## src/rtl/serial_subtractor.sv

```systemverilog
// Bit-serial a - b - bin, one bit per clock, LSB first, using a single
// full-subtractor cell and a borrow register. Ready/valid on both sides.
module serial_subtractor #(
  parameter int unsigned WIDTH = 8
) (
  input  logic             clk,
  input  logic             rst_n,
  input  logic             start_valid,
  output logic             start_ready,
  input  logic [WIDTH-1:0] a,
  input  logic [WIDTH-1:0] b,
  input  logic             bin,
  output logic             res_valid,
  input  logic             res_ready,
  output logic [WIDTH-1:0] diff,
  output logic             bout,
  output logic             ovf
);

  localparam int unsigned CNT_W = (WIDTH > 2) ? $clog2(WIDTH) : 1;

  typedef enum logic [1:0] {IDLE, RUN, DONE} state_t;

  state_t state, next_state;

  logic [WIDTH-1:0] a_sh, b_sh;
  logic [WIDTH-2:0] res_sh;
  logic             borrow;
  logic [CNT_W-1:0] cnt;
  logic             a_msb, b_msb;

  logic             accept_c;
  logic             last_c;
  logic             d_bit_c;
  logic             borrow_nxt_c;
  logic [WIDTH-1:0] res_nxt_c;

  // Full-subtractor cell and next-state decode
  always_comb begin
    next_state   = state;
    accept_c     = 1'b0;
    last_c       = 1'b0;
    d_bit_c      = a_sh[0] ^ b_sh[0] ^ borrow;
    borrow_nxt_c = (~a_sh[0] & b_sh[0]) | (~(a_sh[0] ^ b_sh[0]) & borrow);
    res_nxt_c    = {d_bit_c, res_sh};
    case (state)
      IDLE: begin
        if (start_valid) begin
          accept_c   = 1'b1;
          next_state = RUN;
        end
      end
      RUN: begin
        if (cnt == CNT_W'(WIDTH - 1)) begin
          last_c     = 1'b1;
          next_state = DONE;
        end
      end
      DONE: begin
        if (res_ready) next_state = IDLE;
      end
      default: next_state = IDLE;
    endcase
  end

  always_ff @(posedge clk or negedge rst_n) begin
    if (!rst_n) state <= IDLE;
    else        state <= next_state;
  end

  // Operand shifters, borrow chain and bit counter
  always_ff @(posedge clk or negedge rst_n) begin
    if (!rst_n) begin
      a_sh   <= '0;
      b_sh   <= '0;
      res_sh <= '0;
      borrow <= 1'b0;
      cnt    <= '0;
      a_msb  <= 1'b0;
      b_msb  <= 1'b0;
    end else if (accept_c) begin
      a_sh   <= a;
      b_sh   <= b;
      borrow <= bin;
      cnt    <= '0;
      a_msb  <= a[WIDTH-1];
      b_msb  <= b[WIDTH-1];
    end else if (state == RUN) begin
      a_sh   <= a_sh >> 1;
      b_sh   <= b_sh >> 1;
      res_sh <= res_nxt_c[WIDTH-1:1];
      borrow <= borrow_nxt_c;
      cnt    <= cnt + CNT_W'(1);
    end
  end

  // Result is captured on the final RUN edge and held until the next one
  always_ff @(posedge clk or negedge rst_n) begin
    if (!rst_n) begin
      start_ready <= 1'b0;
      res_valid   <= 1'b0;
      diff        <= '0;
      bout        <= 1'b0;
      ovf         <= 1'b0;
    end else begin
      start_ready <= (next_state == IDLE);
      res_valid   <= (next_state == DONE);
      if (last_c) begin
        diff <= res_nxt_c;
        bout <= borrow_nxt_c;
        ovf  <= (a_msb ^ b_msb) & (res_nxt_c[WIDTH-1] ^ a_msb);
      end
    end
  end

endmodule

```

## config.mk

```make
export PLATFORM = sky130hd
export DESIGN_NAME = serial_subtractor
export DESIGN_NICKNAME = d
export VERILOG_FILES = /design/src/rtl/serial_subtractor.sv
export SDC_FILE = /design/constraint.sdc
export NUM_CORES = 1
export LEC_CHECK = 0
export ABC_AREA = 1
export ABC_CLOCK_PERIOD_IN_PS = 2400
export BUFFER_PORTS_ARGS = -buffer_cell sky130_fd_sc_hd__buf_2
export CORE_ASPECT_RATIO = 0.6
export CORE_MARGIN = 3
export CORE_UTILIZATION = 30
export CTS_BUF_LIST = sky130_fd_sc_hd__clkbuf_8
export DETAILED_ROUTE_END_ITERATION = 10
export GPL_TIMING_DRIVEN = 0
export SYNTH_ARGS = -nofsm -noshare
export SYNTH_HDL_FRONTEND = slang
export SYNTH_SLANG_ARGS = --single-unit
```

## constraint.sdc

```tcl
create_clock -name clk -period 2.4 [get_ports clk]
set_input_delay 0.48 -clock clk [delete_from_list [all_inputs] [get_ports clk]]
set_output_delay 0.48 -clock clk [all_outputs]
set_load 0.01 [all_outputs]
```

# Yosys cells after proc, flatten, opt, wreduce, memory -nomap -nowiden
# Index checks and enable logic that the tools add are counted.
dict set report totals {
  register_bits 43
  latchBits 0
  mem_bits_rw 0
  mem_bits_ro 0
  in_bits 21
  out_inout_bits 12
  word_cells 49
  n_memories 0
}
dict set report op_classes {
  addsub 1
  mul 0
  n_div 0
  n_lt_le_gt_ge 0
  n_eq_ne 4
  shift 0
  n_mux 16
  n_bitwise 11
  n_reduce_logical 4
}
# op n
set ops {}
lappend ops {{two-way mux 8 bit} 4}
lappend ops {{two-way mux 1 bit} 6}
lappend ops {{two-way mux 2 bit} 3}
lappend ops {{two-way mux 3 bit} 2}
lappend ops {{case mux 2 bit (3 select lines)} 1}
lappend ops {{equality test 2 bit, second input constant} 2}
lappend ops {{zero test 2 bit} 2}
lappend ops {{bitwise XOR 1 bit} 4}
lappend ops {{adder 3 x 1 -> 3 bit, second input constant} 1}
lappend ops {{bitwise AND 1 bit} 3}
lappend ops {{equality test 3 bit, second input constant} 1}
lappend ops {{NOT 1 bit} 3}
lappend ops {{equality test 2 x 1 -> 1 bit, second input constant} 1}
lappend ops {{AND reduction 2 bit} 1}
lappend ops {{nonzero test 2 bit} 1}
lappend ops {{OR 1 bit} 1}

# Logic depth before layout (Yosys ltp)
# Gate-level depths: netlist of run 1.
dict set report logic_depth {
  depth_word 6
  mapped_depth 7
  mapped_depth_nobuf 7
}

# Worst setup path before layout of run 1
# No wires, ideal clock.
dict set report synth_path {
  kind {flip-flop to flip-flop}
  startpoint {reg cnt[0]}
  endpoint {reg res_valid}
  setup_ns 0.127
  arrival_ns 1.189
  t_required_ns 2.273
  path_slack_ns 1.084
  stages_incl_launch_ff 6
  path_buffers 0
  period_less_slack_ns 1.316
  cell_sequence {dfrtp_1 > ha_1 > ha_1 > inv_1 > nor2_1 > or2_2}
}
dict set report synth_via {
  elab_chain_len 4
}
# element line
set synth_lines {}
lappend synth_lines {{start, declared} 29} ;# logic [CNT_W-1:0] cnt;
lappend synth_lines {{start signal, assigned} 93} ;# cnt <= cnt + CNT_W'(1);
lappend synth_lines {{equality test 3 bit} 54} ;# if (cnt == CNT_W'(WIDTH - 1)) begin
lappend synth_lines {{two-way mux 2 bit} 54}
lappend synth_lines {{case mux 2 bit (3 select lines)} 46} ;# case (state)
lappend synth_lines {{equality test 2 bit} 107} ;# res_valid <= (next_state == DONE);
lappend synth_lines {{end signal, assigned} 107}
lappend synth_lines {{end, declared} 13} ;# output logic res_valid,
# Every way passes these cells.
# A chain may end at the register's enable or synchronous reset.

# Worst setup path in the final report of run 1
dict set report layout_path {
  startpoint {reg cnt[0]}
  endpoint {reg state[1]}
}
dict set report layout_via {
  elab_chain_len 3
}
# element line
set layout_lines {}
lappend layout_lines {{equality test 3 bit} 54}
lappend layout_lines {{two-way mux 2 bit} 54}
lappend layout_lines {{case mux 2 bit (3 select lines)} 46}
lappend layout_lines {{via next_state[1]} 24} ;# state_t state, next_state;
lappend layout_lines {{end signal, assigned} 68} ;# else state <= next_state;
lappend layout_lines {{end, declared} 24}
# The timed path passes the listed nets, and every way through them passes these cells.

==> results.json, run 1 <==
{
  "finClkSkew_ps": 5.334,
  "netlist_instances": 199,
  "hold_buffers": 0,
  "vias_per_cell": 4.550,
  "io_buffers": 31,
  "syn_area_per_cell_um2": 9.343,
  "start_util_pct": 32.16,
  "dr.first_iter.drc_count": 83,
  "yosysUniqueCellTypes": 22,
  "maxSlewViolCount": 0,
  "hold_viol_final": 0,
  "insertion_delay_ps": 300,
  "setup_viol": 0,
  "status": "finished, final reports clean",
  "dr.pass1.iters": 4,
  "tns_ps": 0,
  "track_usage_pct": 12.59,
  "worstReg2RegStart": "cnt[0]",
  "drtAntennaViolNets": 0,
  "cts_setup_buffers": 0,
  "path_max_fanout": 4,
  "die_height_um": 66.98,
  "grt_pass1_vias": 1402,
  "ctsResizeCount": 0,
  "finalWirelength_um": 4005,
  "gp_congestion": 0.7504,
  "clk_pin_slew_ps": 90,
  "max-vdd-ir-drop_uv": 408.3,
  "utilization_pct": 38.12,
  "die-area_um2": 7209,
  "grt_pass1_wl_um": 6975,
  "critPathKind": "reg -> reg",
  "p_leak_nw": 1.134,
  "tightest_slew_ps": 942.3,
  "routedWlPerCell_um": 12.59,
  "startpoint_type": "register",
  "rsz0062_at_grt": "no",
  "rows": 21,
  "max_cap_violations": 0,
  "coreArea_um2": 5781,
  "n_antenna_cell": 0,
  "gr-usage-met2_pct": 17.57,
  "cts_root_buffer": "clkbuf_8",
  "vias": 1447,
  "syn_to_final_growth_pct": 18.51,
  "cts_tree": "done",
  "cts_sinks": 43,
  "fin_crit_sh_pct": 58.42,
  "max_freq_mhz": 713.2,
  "synth_warnings": 0,
  "r2r_slack_ps": 1000,
  "grtUsageMet3_pct": 3.969,
  "ys_ff_latch": 43,
  "end_kind": "register",
  "cts_buffers": 5,
  "grt_max_degree": 44,
  "slew_headroom_pct": 37.18,
  "post-dp-hpwl_um": 2866,
  "overflow": 0,
  "r2r-end": "state[1]",
  "period_needed_ps": 1402,
  "cp.required_ps": 2590,
  "top_level_ports": 33,
  "busiest_layer": "met1",
  "p_per_area_nw_per_um2": 1279,
  "clk_path_buf_depth": 2,
  "grt_use_met1_pct": 18.35,
  "ff2ff_path_depth": 5,
  "remaining_drc_errors": 0,
  "ys_seq_area_share_pct": 57.87,
  "nets": 261,
  "cp_data_arrival_time_ps": 1590,
  "dieWidth_um": 107.6,
  "hold_class": "in -> async",
  "antenna_found_initial": 0,
  "synth_area_um2": 1859,
  "synth_nets": 223,
  "htree_levels": 2,
  "drive_gt1_share_pct": 26.05
}
where the power goes:
group,internal (W),switching (W),leakage [nW]
clock network,0.000203,0.000261,0.0402
registers,0.00103,0.000165,0.554
logic,0.000426,0.000736,0.540
cells in the mapped netlist:
cell / number / share of area (%)
clkbuf_2: 1 / 0.27
nand2_1: 47 / 9.5
nor3_1: 1 / 0.27
buf_1: 1 / 0.20
o21ai_2: 8 / 3.8
buf_2: 6 / 1.6
nand2_2: 1 / 0.34
inv_1: 14 / 2.8
buf_4: 1 / 0.40
nand2_4: 1 / 0.61
buf_6: 1 / 0.61
inv_2: 1 / 0.20
a21oi_1: 1 / 0.27
or2_2: 2 / 0.67
o21ai_0: 9 / 2.4
o21a_1: 1 / 0.40
nor2_4: 1 / 0.61
dfrtp_1: 43 / 58
ha_1: 2 / 1.3
nor2_1: 5 / 1.0
nand3_1: 51 / 14
fa_1: 1 / 1.1
how the worst max path moves through the flow:
stage,startpoint,to,slack (ps),cells after the start
after floorplan,cnt[0],res_valid,1080,5
after global placement,a_sh[0],ovf,1010,6
after detailed placement,cnt[0],state[1],990,5
after CTS,cnt[0],state[1],990,5
after global routing,state[0],a_sh[1],830,4
final,cnt[0],state[1],1000,5
flip-flops by register name, indices dropped and copies added, names as in the netlist:
signal,flops
a_msb,1
a_sh,8
b_msb,1
b_sh,8
borrow,1
bout,1
cnt,3
diff,8
ovf,1
res_sh,7
res_valid,1
start_ready,1
state,2
logic make-up after synthesis:
kind of cell / count (synthesis) / synth area share [%]
adder cells (fa/ha/maj): 3 / 2.422
AND/OR/NAND/NOR: 109 / 26.72
AO/OA/AOI/OAI: 19 / 6.864
buffers and inverters: 25 / 6.123
flip-flops: 43 / 57.87
worst max-delay path, cell delays in order (launching register included):
cell,delay (ps)
dfrtp_1,400
ha_1,200
ha_1,220
inv_1,80
nor2_1,90
or2_2,300
cells in the final DEF, fill, tap and decap left out:
cell type and instances:
nor2_1 5, fa_1 1, buf_4 1, buf_6 1
or2_2 2, clkinvlp_4 2, clkbuf_8 5, clkinv_2 1
buf_2 37, o21a_1 1, o21ai_2 8, nand2_4 1
nor3_1 1, inv_2 1, clkbuf_2 1, o21ai_0 9
nand2_1 47, ha_1 2, inv_1 14, nand3_1 51
a21oi_1 1, buf_1 1, nand2_2 1, nor2_4 1
dfrtp_1 43
final cells by class:
type / count / area (µm²)
buffer: 10 / 57.56
clock buffer: 5 / 68.82
clock inverter: 3 / 20.02
fill: 605 / 3577
inverter: 15 / 56.30
multi-input combinational: 131 / 669.4
sequential: 43 / 1076
tap: 80 / 100.1
timing repair buffer: 31 / 155.1
per-stage QoR:
stage               std cells  total power (W)  area (µm²)  hold WS (ps)  worst slack (ps)
finish                    318         0.002817        2203         320.6             997.9
global placement          310         0.002355        2115         458.6              1009
detailed placement        310         0.002382        2115         464.5             991.0
floorplan                 199         0.002022        1859         184.4              1084
CTS                       318         0.002859        2203         361.3             986.6
global route              318         0.003087        2203         389.8             828.3
routing by layer:
layer	vias up	share of wire [%]	routed length, µm
li1	723	-	-
met1	694	52	2101
met2	25	42	1672
met3	5	4.8	191
met4	0	0.97	39
met5	-	0	0
No activity file was read; power rests on OpenSTA's default activity.
==> run 2: changes to the inputs <==
--- a/config.mk
+++ b/config.mk
@@ -6,7 +6,7 @@
 export NUM_CORES = 1
 export LEC_CHECK = 0
 export ABC_AREA = 1
-export ABC_CLOCK_PERIOD_IN_PS = 2400
+export ABC_CLOCK_PERIOD_IN_PS = 1400
 export BUFFER_PORTS_ARGS = -buffer_cell sky130_fd_sc_hd__buf_2
 export CORE_ASPECT_RATIO = 0.6
 export CORE_MARGIN = 3
==> constraint.sdc (replaced) <==
create_clock -name clk -period 1.4 [get_ports clk]
set_input_delay 0.28 -clock clk [delete_from_list [all_inputs] [get_ports clk]]
set_output_delay 0.28 -clock clk [all_outputs]
set_load 0.01 [all_outputs]
==> run 2 against run 1 <==
  * Count of clock-buffer cells in the layout did not move
  * Via count rose by 1.5%
  * Core utilization rose by 1.3 points
  * Setup slack got worse by 960 ps
  * Power rose by 84%
  * Worst hold slack got worse by 200 ps
  * Critical path type unchanged
  * Highest routed layer unchanged
==> results.json, run 2 (synthesis results as in run 1) <==
{
  "maxSlewViolCount": 0,
  "p_leak_nw": 1.165,
  "max_freq_mhz": 732.3,
  "grt_pass1_vias": 1432,
  "overflow": 0,
  "top_level_ports": 33,
  "coreArea_um2": 5781,
  "io_buffers": 31,
  "crit_end": "ovf",
  "status": "finished, final reports clean",
  "vias_per_cell": 4.531,
  "r2r-end": "ovf",
  "tns_ps": 0,
  "dr.first_iter.drc_count": 62,
  "drive_gt1_share_pct": 31.15,
  "path_max_fanout": 3,
  "die_height_um": 66.98,
  "final_cell_mix": "nand3_1, nand2_1, dfrtp_1",
  "period_needed_ps": 1366,
  "rows": 21,
  "insertion_delay_ps": 290,
  "startpoint_type": "register",
  "fin_ws_ps": 34.49,
  "whs_ps": 121.7,
  "start_util_pct": 32.16,
  "dieWidth_um": 107.6,
  "reg_top3": "a_sh x8, b_sh x8, diff x8",
  "worstReg2RegStart": "b_sh[0]",
  "grt_pass1_wl_um": 7086,
  "vias": 1468,
  "finClkSkew_ps": 2.697,
  "max_cap_violations": 0,
  "tightest_slew_ps": 944.2,
  "crit_start": "b_sh[0]",
  "fin_crit_sh_pct": 97.54,
  "cp_data_arrival_time_ps": 1560,
  "syn_to_final_growth_pct": 22.68,
  "total_power_w": 0.005173,
  "place_ws_ps": -8.987,
  "dr.pass1.iters": 4,
  "setup_viol": 0,
  "ff2ff_path_depth": 7,
  "nets": 267,
  "cts_tree": "done",
  "clk_pin_slew_ps": 80,
  "htree_levels": 2,
  "critPathKind": "reg -> reg",
  "end_kind": "register",
  "max-vdd-ir-drop_uv": 712.7,
  "slew_headroom_pct": 37.05,
  "hold_buffers": 0,
  "gp_congestion": 0.7504,
  "drtAntennaViolNets": 0,
  "remaining_drc_errors": 0,
  "track_usage_pct": 12.78,
  "hold_viol_final": 0,
  "layout_commonest_cell": "nand3_1",
  "routedWlPerCell_um": 12.57,
  "rsz0062_at_grt": "yes",
  "clk_path_buf_depth": 2,
  "cts_root_buffer": "clkbuf_8",
  "die-area_um2": 7209,
  "p_per_area_nw_per_um2": 2268,
  "hold_class": "in -> async",
  "finalWirelength_um": 4073,
  "r2r_slack_ps": 30,
  "cts_sinks": 43,
  "post-dp-hpwl_um": 2866,
  "cts_buffers": 5,
  "cp.required_ps": 1590,
  "grt_max_degree": 44,
  "n_antenna_cell": 0,
  "utilization_pct": 39.46,
  "antenna_found_initial": 0
}
## run 2: cell count changes in the layout (fill, tap and decap cells not counted)
| cell | previous run | this run |
|---|---|---|
| buf_12 | 0 | 1 |
| nand2_1 | 47 | 46 |
| nand3_2 | 0 | 1 |
| inv_2 | 1 | 4 |
| ha_2 | 0 | 1 |
| nor2_4 | 1 | 2 |
| nand2_2 | 1 | 2 |
| nand3_1 | 51 | 50 |
| buf_4 | 1 | 6 |
| ha_1 | 2 | 1 |
| nor2_2 | 0 | 1 |
| inv_1 | 14 | 11 |
| nor2_1 | 5 | 3 |
## run 2: where the power goes
group | switching, W | internal [W]
logic | 0.00135 | 0.000970
registers | 0.000299 | 0.00176
clock network | 0.000446 | 0.000347
## run 2: critical path, stage by stage (launching register included)
cell	delay [ps]
dfrtp_1	370
inv_2	50
fa_1	570
inv_2	60
nand3_2	70
nand2_2	50
nand2_1	60
nand2_1	40
## run 2: worst min path at each step
stage / cells past startpoint / from / endpoint / slack (ps)
4_1_cts: 1 / rst_n / diff[2] / 160
6_report: 1 / rst_n / diff[2] / 120
2_1_floorplan: 0 / rst_n / a_msb / -20
3_5_place_dp: 2 / res_sh[0] / diff[0] / 460
5_1_grt: 1 / rst_n / diff[3] / 190
3_3_place_gp: 2 / res_sh[0] / diff[0] / 460
## run 2: per-stage QoR
step	cells	area, µm²
final	324	2281
after global routing	324	2281
after CTS	320	2218
after detailed placement	310	2115
after global placement	310	2115
after floorplan	199	1859
## run 2: what timing repair did
item	in CTS	in global routing
buffers inserted	2	4
setup endpoints to repair	3	18
resized for setup	2	7
endpoints found under the hold margin	0	0
cloned	0	0
pin swaps	2	4
## run 2: cell type report
type	count	area (µm²)
Fill cell	602	3500
Tap cell	80	100.1
Clock inverter	3	20.02
Multi-Input combinational cell	131	689.4
Sequential cell	43	1076
Inverter	15	56.30
Buffer	10	57.56
Clock buffer	5	68.82
Timing Repair Buffer	37	212.7
## run 2: per-layer routing
layer | part of all wire (%) | wire length [µm] | track usage, %
met5 | 0 | 0 | 0
met4 | 0.96 | 39 | 3.780
met3 | 4.7 | 193 | 3.969
met2 | 42 | 1693 | 18.03
met1 | 53 | 2147 | 18.53
==> run 3: changes to the inputs <==
--- a/config.mk
+++ b/config.mk
@@ -8,12 +8,15 @@
 export ABC_AREA = 1
 export ABC_CLOCK_PERIOD_IN_PS = 1400
 export BUFFER_PORTS_ARGS = -buffer_cell sky130_fd_sc_hd__buf_2
+export CELL_PAD_IN_SITES_DETAIL_PLACEMENT = 1
+export CELL_PAD_IN_SITES_GLOBAL_PLACEMENT = 1
 export CORE_ASPECT_RATIO = 0.6
 export CORE_MARGIN = 3
 export CORE_UTILIZATION = 30
 export CTS_BUF_LIST = sky130_fd_sc_hd__clkbuf_8
 export DETAILED_ROUTE_END_ITERATION = 10
 export GPL_TIMING_DRIVEN = 0
+export PLACE_DENSITY_LB_ADDON = 0.1
 export SYNTH_ARGS = -nofsm -noshare
 export SYNTH_HDL_FRONTEND = slang
 export SYNTH_SLANG_ARGS = --single-unit
==> run 3 against run 2 <==
  * Clock skew about the same
  * Register-to-register slack worse by 20 ps
  * Critical endpoint unchanged
  * Clock power decreased by 10%
  * Cell count shrank 1.2%
  * Wire length rose by 12%
  * Core utilization is 0.84 points lower
  * Final area down 2.1%
  * Sequential power is essentially flat
  * Count of clock-buffer cells in the layout unchanged
  * Fmax shrank 1.3%
  * Non-clock buffer count shrank 2
==> results.json, run 3 (synthesis results as in run 1) <==
{
  "whs_ps": 139.4,
  "end_kind": "register",
  "cts_buffers": 5,
  "start_util_pct": 32.16,
  "track_usage_pct": 13.85,
  "final_cell_mix": "nand3_1, nand2_1, dfrtp_1",
  "cts_root_buffer": "clkbuf_8",
  "io_buffers": 31,
  "p_per_area_nw_per_um2": 2256,
  "rsz0062_at_grt": "yes",
  "cts_sinks": 43,
  "n_antenna_cell": 0,
  "dr.first_iter.drc_count": 46,
  "drtAntennaViolNets": 0,
  "p_leak_nw": 1.150,
  "setup_viol": 0,
  "hold_buffers": 0,
  "placed_area_um2": 2115,
  "fin_crit_sh_pct": 98.86,
  "syn_to_final_growth_pct": 20.05,
  "dieWidth_um": 107.6,
  "finalWirelength_um": 4565,
  "finClkSkew_ps": 2.766,
  "period_needed_ps": 1384,
  "path_max_fanout": 3,
  "hold_viol_final": 0,
  "die_height_um": 66.98,
  "post-dp-hpwl_um": 3289,
  "max_freq_mhz": 722.5,
  "critPathKind": "reg -> reg",
  "htree_levels": 2,
  "cp.required_ps": 1580,
  "overflow": 0,
  "grt_max_degree": 44,
  "remaining_drc_errors": 0,
  "gp_congestion": 0.7295,
  "max_cap_violations": 0,
  "max-vdd-ir-drop_uv": 561.9,
  "antenna_found_initial": 0,
  "hold_class": "in -> async",
  "die-area_um2": 7209,
  "clk_pin_slew_ps": 80,
  "total_power_w": 0.005035,
  "final_cell_area_um2": 2232,
  "status": "finished, final reports clean",
  "drive_gt1_share_pct": 29.17,
  "reg_top3": "a_sh x8, b_sh x8, diff x8",
  "coreArea_um2": 5781,
  "routedWlPerCell_um": 14.27,
  "top_level_ports": 33,
  "rows": 21,
  "nets": 265,
  "vias_per_cell": 4.569,
  "insertion_delay_ps": 280,
  "startpoint_type": "register",
  "dr.pass1.iters": 4,
  "tightest_slew_ps": 971.5,
  "slew_headroom_pct": 35.23,
  "maxSlewViolCount": 0,
  "fillers": 687,
  "cp_data_arrival_time_ps": 1570,
  "clk_path_buf_depth": 2,
  "vias": 1462,
  "layout_commonest_cell": "nand3_1",
  "cts_tree": "done",
  "grt_pass1_wl_um": 7624,
  "grt_pass1_vias": 1497
}
==> run 3: repair_timing <==
action,CTS,global route
setup buffers,2,2
pin swaps,2,5
setup endpoints to repair,13,10
gates cloned,0,0
gates resized for setup,6,1
==> run 3: layout make-up <==
class                           instances  area, µm²  area share, %
Buffer                                 10      57.56          2.578
Clock buffer                            5      68.82          3.083
Sequential cell                        43       1076          48.21
Tap cell                               80      100.1          4.484
Clock inverter                          1      3.754         0.1682
Multi-Input combinational cell        131      684.4          30.66
Timing Repair Buffer                   35      185.2          8.296
Inverter                               15      56.30          2.522
==> run 3: path summary, 6_finish.rpt <==
| path | startpoint | end | slack, ps | cells past startpoint |
|---|---|---|---|---|
| max | b_sh[0] | ovf | 20 | 7 |
| max in group asynchronous | rst_n | res_sh[4] | 650 | 1 |
| min in group clk | b[7] | b_sh[7] | 210 | 3 |
| min reg2reg | ovf | ovf | 470 | 2 |
| min | rst_n | a_sh[6] | 140 | 1 |
| max reg2reg | b_sh[0] | ovf | 20 | 7 |
==> run 3: where the power goes <==
group          switching (W)  internal (W)
combinational        0.00139      0.000881
clock               0.000388      0.000326
sequential          0.000286       0.00176
==> run 3: through the flow <==
| step | std cells | util, % | TNS [ps] | setup WS [ps] |
|---|---|---|---|---|
| 2_1_floorplan | 199 | - | 0 | 83.66 |
| 5_1_grt | 320 | 38.61 | -63.16 | -42.83 |
| 3_5_place_dp | 310 | 36.58 | -115.2 | -50.84 |
| 6_report | 320 | 38.61 | 0 | 15.96 |
| 4_1_cts | 318 | 38.27 | -27.87 | -27.87 |
| 3_3_place_gp | 310 | 36.58 | -351.4 | -53.70 |
==> run 3: worst max-delay path: stages, from the launching register on <==
cell     delay (ps)
dfrtp_1         350
inv_1            60
fa_2            610
inv_2            60
nand3_2          50
nand2_1          50
nand2_1          60
nand2_1          50
==> run 3: layer usage <==
metal  vias up  global-route usage (%)  share of wire (%)
li1        733                       -                  -
met1       702                   19.77                 55
met2        22                   20.59                 41
met3         5                   3.679                3.6
met4         0                   3.780               0.68
met5         -                       0                  0
